[src/rtl/matmul_mac_sequencer_if.sv]
// Operand/result buffer ports, MAC hookup and start/busy/done handshake of the
// matrix-multiply sequencer. The master side is the sequencer.
interface matmul_mac_sequencer_if #(
  parameter int N      = 4,
  parameter int DATA_W = 32,
  parameter int ADDR_W = $clog2(N*N)
);
  logic              start, busy, done;
  logic [ADDR_W-1:0] a_addr, b_addr, c_addr;
  logic [DATA_W-1:0] a_rdata, b_rdata, mac_a, mac_b, mac_accum, c_wdata;
  logic              mac_clear, mac_enable, c_we;

  modport master (
    input  start, a_rdata, b_rdata, mac_accum,
    output busy, done, a_addr, b_addr, mac_clear, mac_enable, mac_a, mac_b,
           c_addr, c_wdata, c_we
  );

  modport slave (
    output start, a_rdata, b_rdata, mac_accum,
    input  busy, done, a_addr, b_addr, mac_clear, mac_enable, mac_a, mac_b,
           c_addr, c_wdata, c_we
  );
endinterface

[src/rtl/matmul_mac_sequencer.sv]
// Sequences one MAC over C = A x B: per element clear, N operand feeds, write-back.
// Buffers are synchronous-read, so addresses lead the MAC enable by one cycle.
module matmul_mac_sequencer #(
  parameter int N      = 4,
  parameter int DATA_W = 32,
  parameter int ADDR_W = $clog2(N*N)
) (
  input  logic                   clk,
  input  logic                   reset,
  matmul_mac_sequencer_if.master bus
);
  localparam int CW = $clog2(N+1);
  localparam logic [ADDR_W-1:0] NA = ADDR_W'(N);

  typedef enum logic [2:0] {IDLE, CLEAR, FEED, WRITE, DONE} state_t;

  state_t            state, state_n;
  logic [CW-1:0]     i, j, k, i_n, j_n, k_n;
  logic              busy, done, clr, en, we;
  logic [ADDR_W-1:0] a_addr, b_addr, c_addr;
  logic [DATA_W-1:0] mac_a, mac_b, c_wdata;

  function automatic logic [ADDR_W-1:0] ext(input logic [CW-1:0] v);
    return ADDR_W'(v);
  endfunction

  always_ff @(posedge clk) begin
    if (reset) begin
      state <= IDLE;
      i     <= '0;
      j     <= '0;
      k     <= '0;
    end else begin
      state <= state_n;
      i     <= i_n;
      j     <= j_n;
      k     <= k_n;
    end
  end

  always_comb begin
    state_n = state;
    i_n     = i;
    j_n     = j;
    k_n     = k;
    clr     = 1'b0;
    en      = 1'b0;
    we      = 1'b0;
    done    = 1'b0;
    a_addr  = '0;
    b_addr  = '0;
    c_addr  = '0;
    busy    = (state != IDLE);
    case (state)
      IDLE: if (bus.start) begin
        state_n = CLEAR;
        i_n     = '0;
        j_n     = '0;
        k_n     = '0;
      end
      CLEAR: begin
        clr     = 1'b1;
        a_addr  = ext(i) * NA;
        b_addr  = ext(j);
        k_n     = CW'(1);
        state_n = FEED;
      end
      // Enable consumes the pair addressed last cycle; the k==N cycle only drains.
      FEED: begin
        en = 1'b1;
        if (k < CW'(N)) begin
          a_addr = ext(i) * NA + ext(k);
          b_addr = ext(k) * NA + ext(j);
          k_n    = k + CW'(1);
        end else begin
          k_n     = '0;
          state_n = WRITE;
        end
      end
      WRITE: begin
        we     = 1'b1;
        c_addr = ext(i) * NA + ext(j);
        if (j < CW'(N-1)) begin
          j_n     = j + CW'(1);
          state_n = CLEAR;
        end else if (i < CW'(N-1)) begin
          j_n     = '0;
          i_n     = i + CW'(1);
          state_n = CLEAR;
        end else begin
          state_n = DONE;
        end
      end
      DONE: begin
        done    = 1'b1;
        i_n     = '0;
        j_n     = '0;
        state_n = IDLE;
      end
      default: state_n = IDLE;
    endcase
  end

  assign mac_a   = bus.a_rdata;
  assign mac_b   = bus.b_rdata;
  assign c_wdata = bus.mac_accum;

  assign bus.busy       = busy;
  assign bus.done       = done;
  assign bus.a_addr     = a_addr;
  assign bus.b_addr     = b_addr;
  assign bus.c_addr     = c_addr;
  assign bus.mac_clear  = clr;
  assign bus.mac_enable = en;
  assign bus.c_we       = we;
  assign bus.mac_a      = mac_a;
  assign bus.mac_b      = mac_b;
  assign bus.c_wdata    = c_wdata;
endmodule
[src/flat_wrapper.sv]
// flat-port wrapper written by rule: the top's interface ports become plain ports
module matmul_mac_sequencer_flat 
#(
  parameter int N      = 4,
  parameter int DATA_W = 32,
  parameter int ADDR_W = $clog2(N*N)
)
  (clk, reset, bus_start, bus_a_rdata, bus_b_rdata, bus_mac_accum, bus_busy, bus_done, bus_a_addr, bus_b_addr, bus_mac_clear, bus_mac_enable, bus_mac_a, bus_mac_b, bus_c_addr, bus_c_wdata, bus_c_we);
  matmul_mac_sequencer_if #(.N(N), .DATA_W(DATA_W), .ADDR_W(ADDR_W)) bus_i ();
  input  logic clk;
  input  logic reset;
  input wire logic [$bits(bus_i.start)-1:0] bus_start;
  input wire logic [$bits(bus_i.a_rdata)-1:0] bus_a_rdata;
  input wire logic [$bits(bus_i.b_rdata)-1:0] bus_b_rdata;
  input wire logic [$bits(bus_i.mac_accum)-1:0] bus_mac_accum;
  output wire logic [$bits(bus_i.busy)-1:0] bus_busy;
  output wire logic [$bits(bus_i.done)-1:0] bus_done;
  output wire logic [$bits(bus_i.a_addr)-1:0] bus_a_addr;
  output wire logic [$bits(bus_i.b_addr)-1:0] bus_b_addr;
  output wire logic [$bits(bus_i.mac_clear)-1:0] bus_mac_clear;
  output wire logic [$bits(bus_i.mac_enable)-1:0] bus_mac_enable;
  output wire logic [$bits(bus_i.mac_a)-1:0] bus_mac_a;
  output wire logic [$bits(bus_i.mac_b)-1:0] bus_mac_b;
  output wire logic [$bits(bus_i.c_addr)-1:0] bus_c_addr;
  output wire logic [$bits(bus_i.c_wdata)-1:0] bus_c_wdata;
  output wire logic [$bits(bus_i.c_we)-1:0] bus_c_we;
  assign bus_i.start = bus_start;
  assign bus_i.a_rdata = bus_a_rdata;
  assign bus_i.b_rdata = bus_b_rdata;
  assign bus_i.mac_accum = bus_mac_accum;
  assign bus_busy = bus_i.busy;
  assign bus_done = bus_i.done;
  assign bus_a_addr = bus_i.a_addr;
  assign bus_b_addr = bus_i.b_addr;
  assign bus_mac_clear = bus_i.mac_clear;
  assign bus_mac_enable = bus_i.mac_enable;
  assign bus_mac_a = bus_i.mac_a;
  assign bus_mac_b = bus_i.mac_b;
  assign bus_c_addr = bus_i.c_addr;
  assign bus_c_wdata = bus_i.c_wdata;
  assign bus_c_we = bus_i.c_we;
  matmul_mac_sequencer #(.N(N), .DATA_W(DATA_W), .ADDR_W(ADDR_W)) u_core (.clk(clk), .reset(reset), .bus(bus_i));
endmodule
[config.mk]
export PLATFORM = sky130hd
export DESIGN_NAME = matmul_mac_sequencer_flat
export DESIGN_NICKNAME = d
export VERILOG_FILES = /design/src/rtl/matmul_mac_sequencer_if.sv /design/src/rtl/matmul_mac_sequencer.sv /design/src/flat_wrapper.sv
export SDC_FILE = /design/constraint.sdc
export NUM_CORES = 1
export LEC_CHECK = 0
export BUFFER_PORTS_ARGS = -buffer_cell sky130_fd_sc_hd__buf_2
export CAP_MARGIN = 20
export CORE_AREA = 2 2 81 83
export DETAILED_ROUTE_END_ITERATION = 6
export DIE_AREA = 0 0 83 85
export PLACE_DENSITY = 0.67
export SLEW_MARGIN = 10
export SYNTH_ARGS = -nofsm -noshare
export SYNTH_HDL_FRONTEND = slang
export SYNTH_SLANG_ARGS = --single-unit
[constraint.sdc]
create_clock -name clk -period 1.55 [get_ports clk]
set_input_delay 0.31 -clock clk [delete_from_list [all_inputs] [get_ports clk]]
set_output_delay 0.31 -clock clk [all_outputs]
set_load 0.02 [all_outputs]
==> run_results.csv, run 1 <==
group,metric,value,unit
run_status,outcome,"finished with violations",
run_status,failed_checks,"setup timing",
critical_path,reg2regPathDepth,5,
critical_path,crit_path_end,"bus_a_addr[1]",
die,design.core.area,6200,um2
synthesis,yosysWarningCount,0,
synthesis,synth-edff-count,0,
synthesis,syn_inst,184,
synthesis,synth_top_flop_cell,"dfxtp_1",
timing,hold_viol,0,
critical_path,crit_start,"u_core.state[0]$_SDFFE_PP0P_",
clocking,cts_buffers,3,
timing,maxSlewViolCount,0,
die,dieArea,7060,um2
timing,relSlewSlack,76.6,%
route,viasPerCell,4.51,
place,gp_congestion,0.741,
critical_path,critPathRequiredTime,1.24,ns
synthesis,avgSynthCellArea,8.09,um2
die,ioPinCount,212,
synthesis,yosysTopAreaCell,"buf_4",
global_routing,grt_pass1_vias,906,
layout,fillers,663,
synthesis,synth_commonest_cells,"buf_4 (97), dfxtp_1 (12)",
timing,fin_crit_sh,106,%
timing,grt_setup_unrepaired,"true",
synthesis,synth-async-reset-ratio,0,%
global_routing,grt_max_degree,11,
route,vias,925,
timing,fin_setup_tns,-0.632,ns
clocking,insertion_delay,0.24,ns
pwr,p_int,0.667,mW
die,dieHeight,85,um
critical_path,reg2reg_to,"u_core.i[0]$_SDFFE_PP0P_",
route,drt-initial-drc-count,47,
route,drc,0,
timing,max_freq,0.607,GHz
die,rows,29,
timing,period_minus_slack,1.65,ns
synthesis,postSynthRegisterBits,12,
timing,fin_ws,-0.0974,ns
layout,finalNonFillerCells,205,
synthesis,ys_top_cells_by_area,"buf_4 (49%), dfxtp_1 (16%), ha_1 (4.2%)",
critical_path,reg2reg_setup_slack,0.06,ns
pwr,leakage,0.602,nW
die,dieWidth,83,um
synthesis,synth_most_common_cell,"buf_4",
clocking,cts_tree,"yes",
synthesis,yosys.area.top_type_share,48.9,%
critical_path,worstPathMaxFanout,5,
global_routing,grt_pass1_wl,5010,um
synthesis,syn_nets,288,
clocking,clkTransAtPathRegs,0.05,ns
synthesis,synth.distinct_cells,37,
clocking,cts.path.max_buffers,2,
timing,setup_viol,11,
pwr,pwr-share-comb,26.5,%
pwr,peakVddDrop,0.234,mV
pwr,power_density,677,nW/um2
clocking,cts_root_buffer,"clkbuf_8",
global_routing,track_usage,9.19,%
place,port_buffers,19,
timing,clock_skew,0.00449,ns
min_path,hold_path.class,"in2reg",
critical_path,crit_type,"reg2out",
run,maxCapViolations,0,
layout,fin_nets,233,
clocking,clock-sinks,12,
global_routing,antenna_found_initial,0,
clocking,hold_buffers,0,
pwr,pwr-share-clk,37.3,%
route,ant_nets,0,
critical_path,timing.rr.start,"u_core.state[2]$_SDFFE_PP0P_",
route,wl,3250,um
critical_path,arrival,1.34,ns
pwr,finalPower,0.913,mW
synthesis,synth-seq-area-share,16.1,%
timing,tightest_slew,0.348,ns
layout,syn2layout_area_growth,-9.42,%
pwr,total_switching_power,0.246,mW
pwr,seqPwrFrac,36.2,%
route,drt-wirelength-per-cell,15.8,um
layout,layout-drive-gt1-share,56.3,%
pwr,p_sw_share,27.0,%
critical_path,start_kind,"register",
place,dp_cells,193,
critical_path,endpoint_kind,"primary output",
layout,antenna_cells,0,
route,first_pass_iters,4,
global_routing,grt.overflow.total,0,
clocking,cts_htree_levels,1,
synthesis,syn_area,1490,um2
die,start_util,24.0,%
[worst max-delay path, cell delays in order (launching register included)]
cell and delay [ns]:
dfxtp_4 0.36, nor4b_4 0.31, buf_4 0.18, and2_2 0.14, buf_6 0.11
[layout make-up]
cell class                 count  area (um2)  share of cell area (%)
clock buffer                   4        55.1                    4.09
timing repair buffer          40         354                    26.3
multi-input combinational     71         579                    43.0
tap                           77        96.3                    7.15
sequential                    12         256                    19.0
inverter                       1        6.26                   0.464
[cells by family (layout without fill, tap and decap cells)]
family	after synthesis	after routing	synth area share (%)
adder cells (fa/ha/maj)	5	5	4.21
buffers and inverters	101	45	50.1
flip-flops	12	12	16.1
XOR/XNOR	3	3	1.77
AO/OA/AOI/OAI	24	24	11.3
AND/OR/NAND/NOR	39	39	16.5
[metal layers]
| metal | GRT usage, % | share of wire [%] | vias up |
|---|---|---|---|
| li1 | - | - | 408 |
| met1 | 8.58 | 30 | 411 |
| met2 | 14.3 | 49 | 74 |
| met3 | 6.23 | 15 | 32 |
| met4 | 6.86 | 5.6 | 0 |
| met5 | 0 | 0 | - |
[cell usage in the layout (no fill, tap or decap), types with 4 or more instances in the layout]
master and instances:
ha_1 4, clkbuf_8 4, buf_4 19, a21o_1 4, a21oi_1 4, o21ai_0 5
dfxtp_1 7, buf_6 17, buf_2 4, dfxtp_4 4
[worst min-delay path by stage]
| stage | start | end | slack (ns) | cells after the start |
|---|---|---|---|---|
| after CTS | bus_start | u_core.state[0]$_SDFFE_PP0P_ | 0.36 | 3 |
| after global placement | u_core.k[1]$_SDFFE_PP0P_ | u_core.k[1]$_SDFFE_PP0P_ | 0.51 | 2 |
| after global routing | bus_start | u_core.state[0]$_SDFFE_PP0P_ | 0.38 | 3 |
| final | bus_start | u_core.state[0]$_SDFFE_PP0P_ | 0.36 | 3 |
| after detailed placement | u_core.k[1]$_SDFFE_PP0P_ | u_core.k[1]$_SDFFE_PP0P_ | 0.52 | 2 |
| after floorplan | bus_start | u_core.state[0]$_SDFFE_PP0P_ | 0.44 | 2 |
[stage by stage]
stage / hold WS [ns] / utilization (%) / area, um2 / worst slack, ns
4_1_cts: 0.358 / 20.9 / 1290 / -0.107
3_5_place_dp: 0.517 / 17.1 / 1060 / 0.0453
3_3_place_gp: 0.515 / 17.1 / 1060 / 0.0421
6_report: 0.365 / 21.7 / 1350 / -0.0974
2_1_floorplan: 0.440 / - / 1520 / 0.0264
5_1_grt: 0.380 / 21.7 / 1350 / -0.187
[what timing repair did]
item,4_1_cts,5_1_grt
resized for setup,49,6
endpoints found under the setup margin,16,16
pin swaps,6,3
buffers inserted,5,4
[power groups by stage]
stage | clock network [mW] | logic, mW | registers [mW]
floorplan | 0 | 0.475 | 0.337
global placement | 0 | 0.187 | 0.337
detailed placement | 0 | 0.190 | 0.338
CTS | 0.353 | 0.224 | 0.331
global route | 0.375 | 0.266 | 0.332
finish | 0.341 | 0.242 | 0.331
[registers in the layout, summed over array words and instances (netlist names)]
signal / flops
u_core.i: 3
u_core.j: 3
u_core.state: 3
u_core.k: 3
No activity file was read; power rests on OpenSTA's default activity.
==> run 2, diff against run 1 <==
--- a/config.mk
+++ b/config.mk
@@ -5,11 +5,13 @@
 export SDC_FILE = /design/constraint.sdc
 export NUM_CORES = 1
 export LEC_CHECK = 0
+export ABC_AREA = 1
 export BUFFER_PORTS_ARGS = -buffer_cell sky130_fd_sc_hd__buf_2
 export CAP_MARGIN = 20
-export CORE_AREA = 2 2 81 83
+export CORE_AREA = 2 2 82 84
 export DETAILED_ROUTE_END_ITERATION = 6
-export DIE_AREA = 0 0 83 85
+export DIE_AREA = 0 0 84 86
+export HOLD_SLACK_MARGIN = 0.06
 export PLACE_DENSITY = 0.67
 export SLEW_MARGIN = 10
 export SYNTH_ARGS = -nofsm -noshare
==> run 2 against run 1 <==
Net effect: the flow still finishes with violations (setup timing); routed wire length shrank 11%; sequential share of layout area is 1.3 points lower; critical endpoint is now bus_b_addr[1]; critical path type unchanged; total power increased by 120%; sequential power is 51% higher; largest power group is now combinational logic; clock skew is 0.00078 ns higher; largest cell class unchanged; synthesized area is 5.6% higher.
==> run_results.csv, run 2 <==
group,metric,value,unit
die,dieArea,7220,um2
critical_path,worstPathMaxFanout,4,
pwr,finalPower,2.04,mW
die,dieHeight,86,um
pwr,p_int,1.08,mW
critical_path,critPathBufInv,2,
die,rows,29,
timing,tightest_slew,0.254,ns
clocking,cts.path.max_buffers,2,
place,gp_congestion,0.847,
layout,layout_commonest_cell,"nand2_1",
place,dp_hpwl,2190,um
die,dieWidth,84,um
synthesis,synth-seq-area-share,15.3,%
timing,relSlewSlack,82.9,%
synthesis,yosysTopAreaCell,"buf_4",
timing,fin_ws,-0.0785,ns
layout,layout_common_cells,"nand2_1 (26), inv_1 (16), buf_6 (15), buf_4 (15), nor2_4 (14)",
clocking,cts_buffers,3,
clocking,cts_htree_levels,1,
critical_path,endpoint_kind,"primary output",
clocking,insertion_delay,0.25,ns
route,ant_nets,0,
pwr,peakVddDrop,0.401,mV
synthesis,syn_nets,324,
synthesis,synth-compound-area-share,3.51,%
synthesis,ys_top_cells_by_area,"buf_4 (46%), dfxtp_1 (15%), nand2_1 (6.7%)",
place,port_buffers,19,
pwr,p_sw_share,46.9,%
timing,period_minus_slack,1.63,ns
synthesis,synth.distinct_cells,23,
synthesis,synth_commonest_cells,"buf_4 (96), nand2_1 (28), nor2_1 (21)",
route,vias,965,
synthesis,synth_xor_area_share,1.12,%
critical_path,path_cells,"nor3_4 > nand2_4 > nand2_4 > inv_6 > nor2_4 > buf_6",
die,start_util,25.0,%
critical_path,crit_start,"u_core.state[2]$_SDFFE_PP0P_",
min_path,min_from,"reset",
synthesis,synth-async-reset-ratio,0,%
min_path,hold_path.class,"in2reg",
route,drc,0,
pwr,pwr-share-clk,14.8,%
die,ioPinCount,212,
place,dp_slack,0.0395,ns
layout,fin_nets,268,
critical_path,crit_type,"reg2out",
critical_path,path_common_cell,"nand2_4",
synthesis,synth_most_common_cell,"buf_4",
global_routing,grt_pass1_wl,4550,um
run_status,outcome,"finished with violations",
route,viasPerCell,4.02,
synthesis,syn_area,1570,um2
global_routing,grt_max_degree,8,
synthesis,synth_top_flop_cell,"dfxtp_1",
synthesis,avgSynthCellArea,7.14,um2
route,drt-wirelength-per-cell,12.0,um
critical_path,reg2regPathDepth,11,
layout,layout-drive-gt1-share,51.5,%
pwr,total_switching_power,0.958,mW
global_routing,grt.overflow.total,0,
synthesis,yosys-mux-area-fraction,0,%
route,drt-initial-drc-count,31,
global_routing,track_usage,7.99,%
route,wl,2880,um
run_status,failed_checks,"setup timing",
timing,max_freq,0.614,GHz
critical_path,critPathSlowestCell,"dfxtp_4",
critical_path,path_depth,6,
die,design.core.area,6280,um2
pwr,pwr-share-comb,60.7,%
pwr,power_density,1420,nW/um2
synthesis,synth_adder_area_share,3.98,%
pwr,seqPwrFrac,24.5,%
critical_path,crit_path_end,"bus_b_addr[1]",
timing,grt_setup_unrepaired,"true",
synthesis,synth-simple-area-share,24.5,%
global_routing,antenna_found_initial,0,
clocking,cts_root_buffer,"clkbuf_8",
clocking,cts_tree,"yes",
timing,hold_viol,0,
critical_path,cpLargestDelayFamily,"simple AND/OR/NAND/NOR gates",
synthesis,postSynthRegisterBits,12,
timing,maxSlewViolCount,0,
critical_path,reg2reg_to,"u_core.k[1]$_SDFFE_PP0P_",
timing,clock_skew,0.00527,ns
synthesis,synth-edff-count,0,
critical_path,timing.rr.start,"u_core.state[2]$_SDFFE_PP0P_",
layout,syn2layout_area_growth,-8.77,%
run,maxCapViolations,0,
synthesis,yosys.area.top_type_share,45.9,%
clocking,clock-sinks,12,
pwr,leakage,0.612,nW
synthesis,synth_top_family_by_area,"buffers and inverters",
global_routing,grt_pass1_vias,972,
critical_path,critPathMaxStageDelay,0.36,ns
timing,fin_crit_sh,105,%
timing,setup_viol,12,
route,first_pass_iters,4,
layout,final_core_util,22.8,%
synthesis,syn_inst,220,
critical_path,start_kind,"register",
critical_path,critPathRequiredTime,1.24,ns
critical_path,arrival,1.32,ns
clocking,clkTransAtPathRegs,0.06,ns
layout,antenna_cells,0,
critical_path,reg2reg_setup_slack,-0.04,ns
synthesis,yosysWarningCount,0,
-- run 2: power by group through the flow --
stage               combinational [mW]  sequential [mW]  clock (mW)
finish                            1.24            0.500       0.301
global route                      1.36            0.514       0.318
CTS                               1.16            0.492       0.308
detailed placement               0.947            0.499           0
global placement                 0.941            0.496           0
floorplan                         1.07            0.493           0
-- run 2: worst min-delay path by stage --
stage	to	slack, ns	depth (start not counted)
after floorplan	u_core.state[1]$_SDFFE_PP0P_	0.37	1
after global placement	u_core.i[2]$_SDFFE_PP0P_	0.45	2
after detailed placement	u_core.i[2]$_SDFFE_PP0P_	0.45	2
after CTS	u_core.state[1]$_SDFFE_PP0P_	0.30	2
after global routing	u_core.state[1]$_SDFFE_PP0P_	0.32	2
final	u_core.state[1]$_SDFFE_PP0P_	0.31	2
-- run 2: per-stage QoR --
step / hold WS, ns / instances / TNS, ns / area (um2)
finish: 0.306 / 240 / -0.598 / 1430
global route: 0.322 / 240 / -1.39 / 1430
CTS: 0.304 / 238 / -0.546 / 1340
detailed placement: 0.451 / 226 / 0 / 1120
global placement: 0.451 / 226 / 0 / 1120
floorplan: 0.373 / 220 / 0 / 1610
-- run 2: layout make-up --
type                            count  area (um2)
Fill cell                         665        4840
Multi-Input combinational cell     89         634
Timing Repair Buffer               35         307
Sequential cell                    12         254
Inverter                           23        96.3
Tap cell                           77        96.3
Clock buffer                        3        41.3
Clock inverter                      1        3.75
-- run 2: repair_timing --
item,in CTS,in global routing
setup buffers,8,2
gates resized for setup,36,23
setup endpoints to repair,14,16
hold buffers,0,0
pin swaps,5,3
endpoints found under the hold margin,0,0
-- run 2: per-layer routing --
metal	vias up	global-route usage, %	wire (um)
li1	456	-	-
met3	31	4.04	335
met4	0	7.92	206
met5	-	0	0
met2	52	13.5	1470
met1	426	6.70	872
-- run 2: cell families after synthesis --
| family | after synthesis |
|---|---|
| AO/OA/AOI/OAI | 11 |
| buffers and inverters | 119 |
| adder cells (fa/ha/maj) | 5 |
| AND/OR/NAND/NOR | 71 |
| XOR/XNOR | 2 |
| flip-flops | 12 |
-- run 2: worst register-to-register path, delay by kind of cell, from the launching register on --
| kind | cells | cell delay [ns] |
|---|---|---|
| flip-flops | 1 | 0.36 |
| buffers and inverters | 7 | 0.66 |
| AO/OA/AOI/OAI | 1 | 0.12 |
| AND/OR/NAND/NOR | 3 | 0.40 |
==> run 3, diff against run 2 <==
--- a/config.mk
+++ b/config.mk
@@ -5,14 +5,14 @@
 export SDC_FILE = /design/constraint.sdc
 export NUM_CORES = 1
 export LEC_CHECK = 0
-export ABC_AREA = 1
 export BUFFER_PORTS_ARGS = -buffer_cell sky130_fd_sc_hd__buf_2
 export CAP_MARGIN = 20
-export CORE_AREA = 2 2 82 84
+export CORE_AREA = 2 2 81 83
 export DETAILED_ROUTE_END_ITERATION = 6
-export DIE_AREA = 0 0 84 86
+export DIE_AREA = 0 0 83 85
 export HOLD_SLACK_MARGIN = 0.06
 export PLACE_DENSITY = 0.67
+export REMOVE_ABC_BUFFERS = 1
 export SLEW_MARGIN = 10
 export SYNTH_ARGS = -nofsm -noshare
 export SYNTH_HDL_FRONTEND = slang
==> constraint.sdc (replaced) <==
create_clock -name clk -period 1.77 [get_ports clk]
set_input_delay 0.354 -clock clk [delete_from_list [all_inputs] [get_ports clk]]
set_output_delay 0.354 -clock clk [all_outputs]
set_load 0.02 [all_outputs]
==> run 3 against run 2 <==
Net effect: the flow still finishes with violations (setup timing); cell area down 21%; sequential power decreased by 41%; via count increased by 11%; highest routed layer is now met5.
==> run_results.csv, run 3 (synthesized netlist as in run 1, its figures left out) <==
group,metric,value,unit
run_status,outcome,"finished with violations",
run_status,failed_checks,"setup timing",
layout,layout_common_cells,"buf_2 (14), buf_4 (10), dfxtp_1 (7)",
layout,fin_nets,221,
min_path,hold_depth,3,
global_routing,antenna_found_initial,0,
timing,maxSlewViolCount,0,
timing,period_minus_slack,1.78,ns
layout,antenna_cells,0,
pwr,power_density,690,nW/um2
place,placed_cell_area,997,um2
die,dieWidth,83,um
clocking,clkTransAtPathRegs,0.06,ns
route,first_pass_iters,5,
timing,setup_viol,1,
route,drt-wirelength-per-cell,62.1,um
clocking,clock-sinks,12,
global_routing,grt_pass1_wl,14200,um
timing,max_freq,0.561,GHz
critical_path,endpoint_kind,"primary output",
die,rows,29,
die,dieArea,7060,um2
route,drt-initial-drc-count,79,
timing,fin_crit_sh,101,%
critical_path,start_kind,"register",
critical_path,arrival,1.43,ns
global_routing,use_met2,59.5,%
global_routing,met1_usage,9.82,%
clocking,cts.path.max_buffers,2,
timing,grt_setup_unrepaired,"true",
timing,hold_viol,0,
min_path,holdPathEnd,"u_core.state[0]$_SDFFE_PP0P_",
run,maxCapViolations,0,
critical_path,crit_type,"reg2out",
min_path,min_from,"bus_start",
die,dieHeight,85,um
pwr,peakVddDrop,0.227,mV
critical_path,worstPathMaxFanout,2,
pwr,finalPower,0.779,mW
timing,fin_setup_tns,-0.0123,ns
timing,fin_ws,-0.0123,ns
route,ant_nets,0,
critical_path,reg2reg_to,"u_core.i[0]$_SDFFE_PP0P_",
route,vias,1070,
critical_path,critPathRequiredTime,1.42,ns
place,gp_congestion,1.14,
global_routing,grt_pass1_vias,925,
timing,clock_skew,0.00848,ns
critical_path,reg2reg_setup_slack,0.35,ns
critical_path,crit_start,"u_core.k[2]$_SDFFE_PP0P_",
clocking,cts_buffers,3,
min_path,hold_path.class,"in2reg",
die,start_util,24.0,%
global_routing,grt_max_degree,12,
place,dp_hpwl,11400,um
layout,layout-drive-gt1-share,42.2,%
route,wl,12000,um
die,design.core.area,6200,um2
layout,layout_commonest_cell,"buf_2",
die,ioPinCount,212,
clocking,cts_tree,"yes",
timing,tightest_slew,0.351,ns
global_routing,met3_usage,41.9,%
route,viasPerCell,5.54,
global_routing,grt.busiest_layer,"met2",
route,drc,0,
layout,syn2layout_area_growth,-24.1,%
pwr,leakage,0.526,nW
clocking,cts_root_buffer,"clkbuf_8",
global_routing,track_usage,32.6,%
clocking,insertion_delay,0.25,ns
critical_path,reg2regPathDepth,4,
critical_path,timing.rr.start,"u_core.state[1]$_SDFFE_PP0P_",
layout,design_area,1130,um2
timing,relSlewSlack,76.4,%
clocking,hold_buffers,0,
place,port_buffers,19,
global_routing,grt.overflow.total,0,
clocking,cts_htree_levels,1,
## run 3: changes by cell type in the layout (fill, tap and decap cells not counted), sizes merged, moves of 3 or more
cell	before	now
nand2	34	2
nor2	29	5
inv	22	1
and2	0	7
buf	35	28
nor2b	0	5
a21o	0	4
nand2b	0	3
nand3	5	2
nor4	0	3
## run 3: through the flow
step / hold WS, ns / util (%) / std cells / worst slack, ns
4_1_cts: 0.391 / 17.4 / 193 / 0.00225
3_5_place_dp: 0.538 / 16.1 / 188 / 0.124
3_3_place_gp: 0.530 / 16.1 / 188 / 0.188
2_1_floorplan: 0.423 / - / 84 / -0.338
6_report: 0.386 / 18.2 / 193 / -0.0123
5_1_grt: 0.401 / 18.2 / 193 / -0.0654
## run 3: report_power, final
| part | switching [mW] | leakage, nW | internal [mW] |
|---|---|---|---|
| clock network | 0.118 | 0.0288 | 0.197 |
| registers | 0.0115 | 0.0995 | 0.281 |
| logic | 0.0964 | 0.397 | 0.0751 |
| total | 0.226 | 0.526 | 0.554 |
## run 3: per-layer routing
metal / up-vias / routed length [um]
met5: - / 78
li1: 385 / -
met3: 50 / 3070
met1: 444 / 1370
met4: 4 / 1290
met2: 187 / 6160
## run 3: worst max-delay path by stage
stage,end,slack [ns],cells after the start
final,bus_b_addr[2],-0.01,5
after global routing,bus_b_addr[1],-0.07,5
after CTS,bus_b_addr[2],0.002,5
after detailed placement,bus_a_addr[2],0.12,5
after global placement,bus_a_addr[2],0.19,5
after floorplan,bus_a_addr[2],-0.34,3
## run 3: layout make-up
| type | count | area (um2) |
|---|---|---|
| fillers | 689 | 5070 |
| multi-input cells | 71 | 536 |
| flip-flops and latches | 12 | 246 |
| repair buffers | 28 | 190 |
| well taps | 77 | 96.3 |
| clock buffers | 4 | 55.1 |
| inverters | 1 | 6.26 |
## run 3: what timing repair did
action	in CTS	in global routing
gates cloned	0	0
pin swaps	1	3
gates resized for setup	6	16
buffers inserted	1	0
endpoints found under the hold margin	0	0
setup endpoints to repair	11	11
## run 3: critical path: stages, from the launching register on
cell     delay [ns]
dfxtp_2        0.34
nor4b_4        0.30
buf_4          0.18
buf_6          0.10
a22o_1         0.14
buf_6          0.12
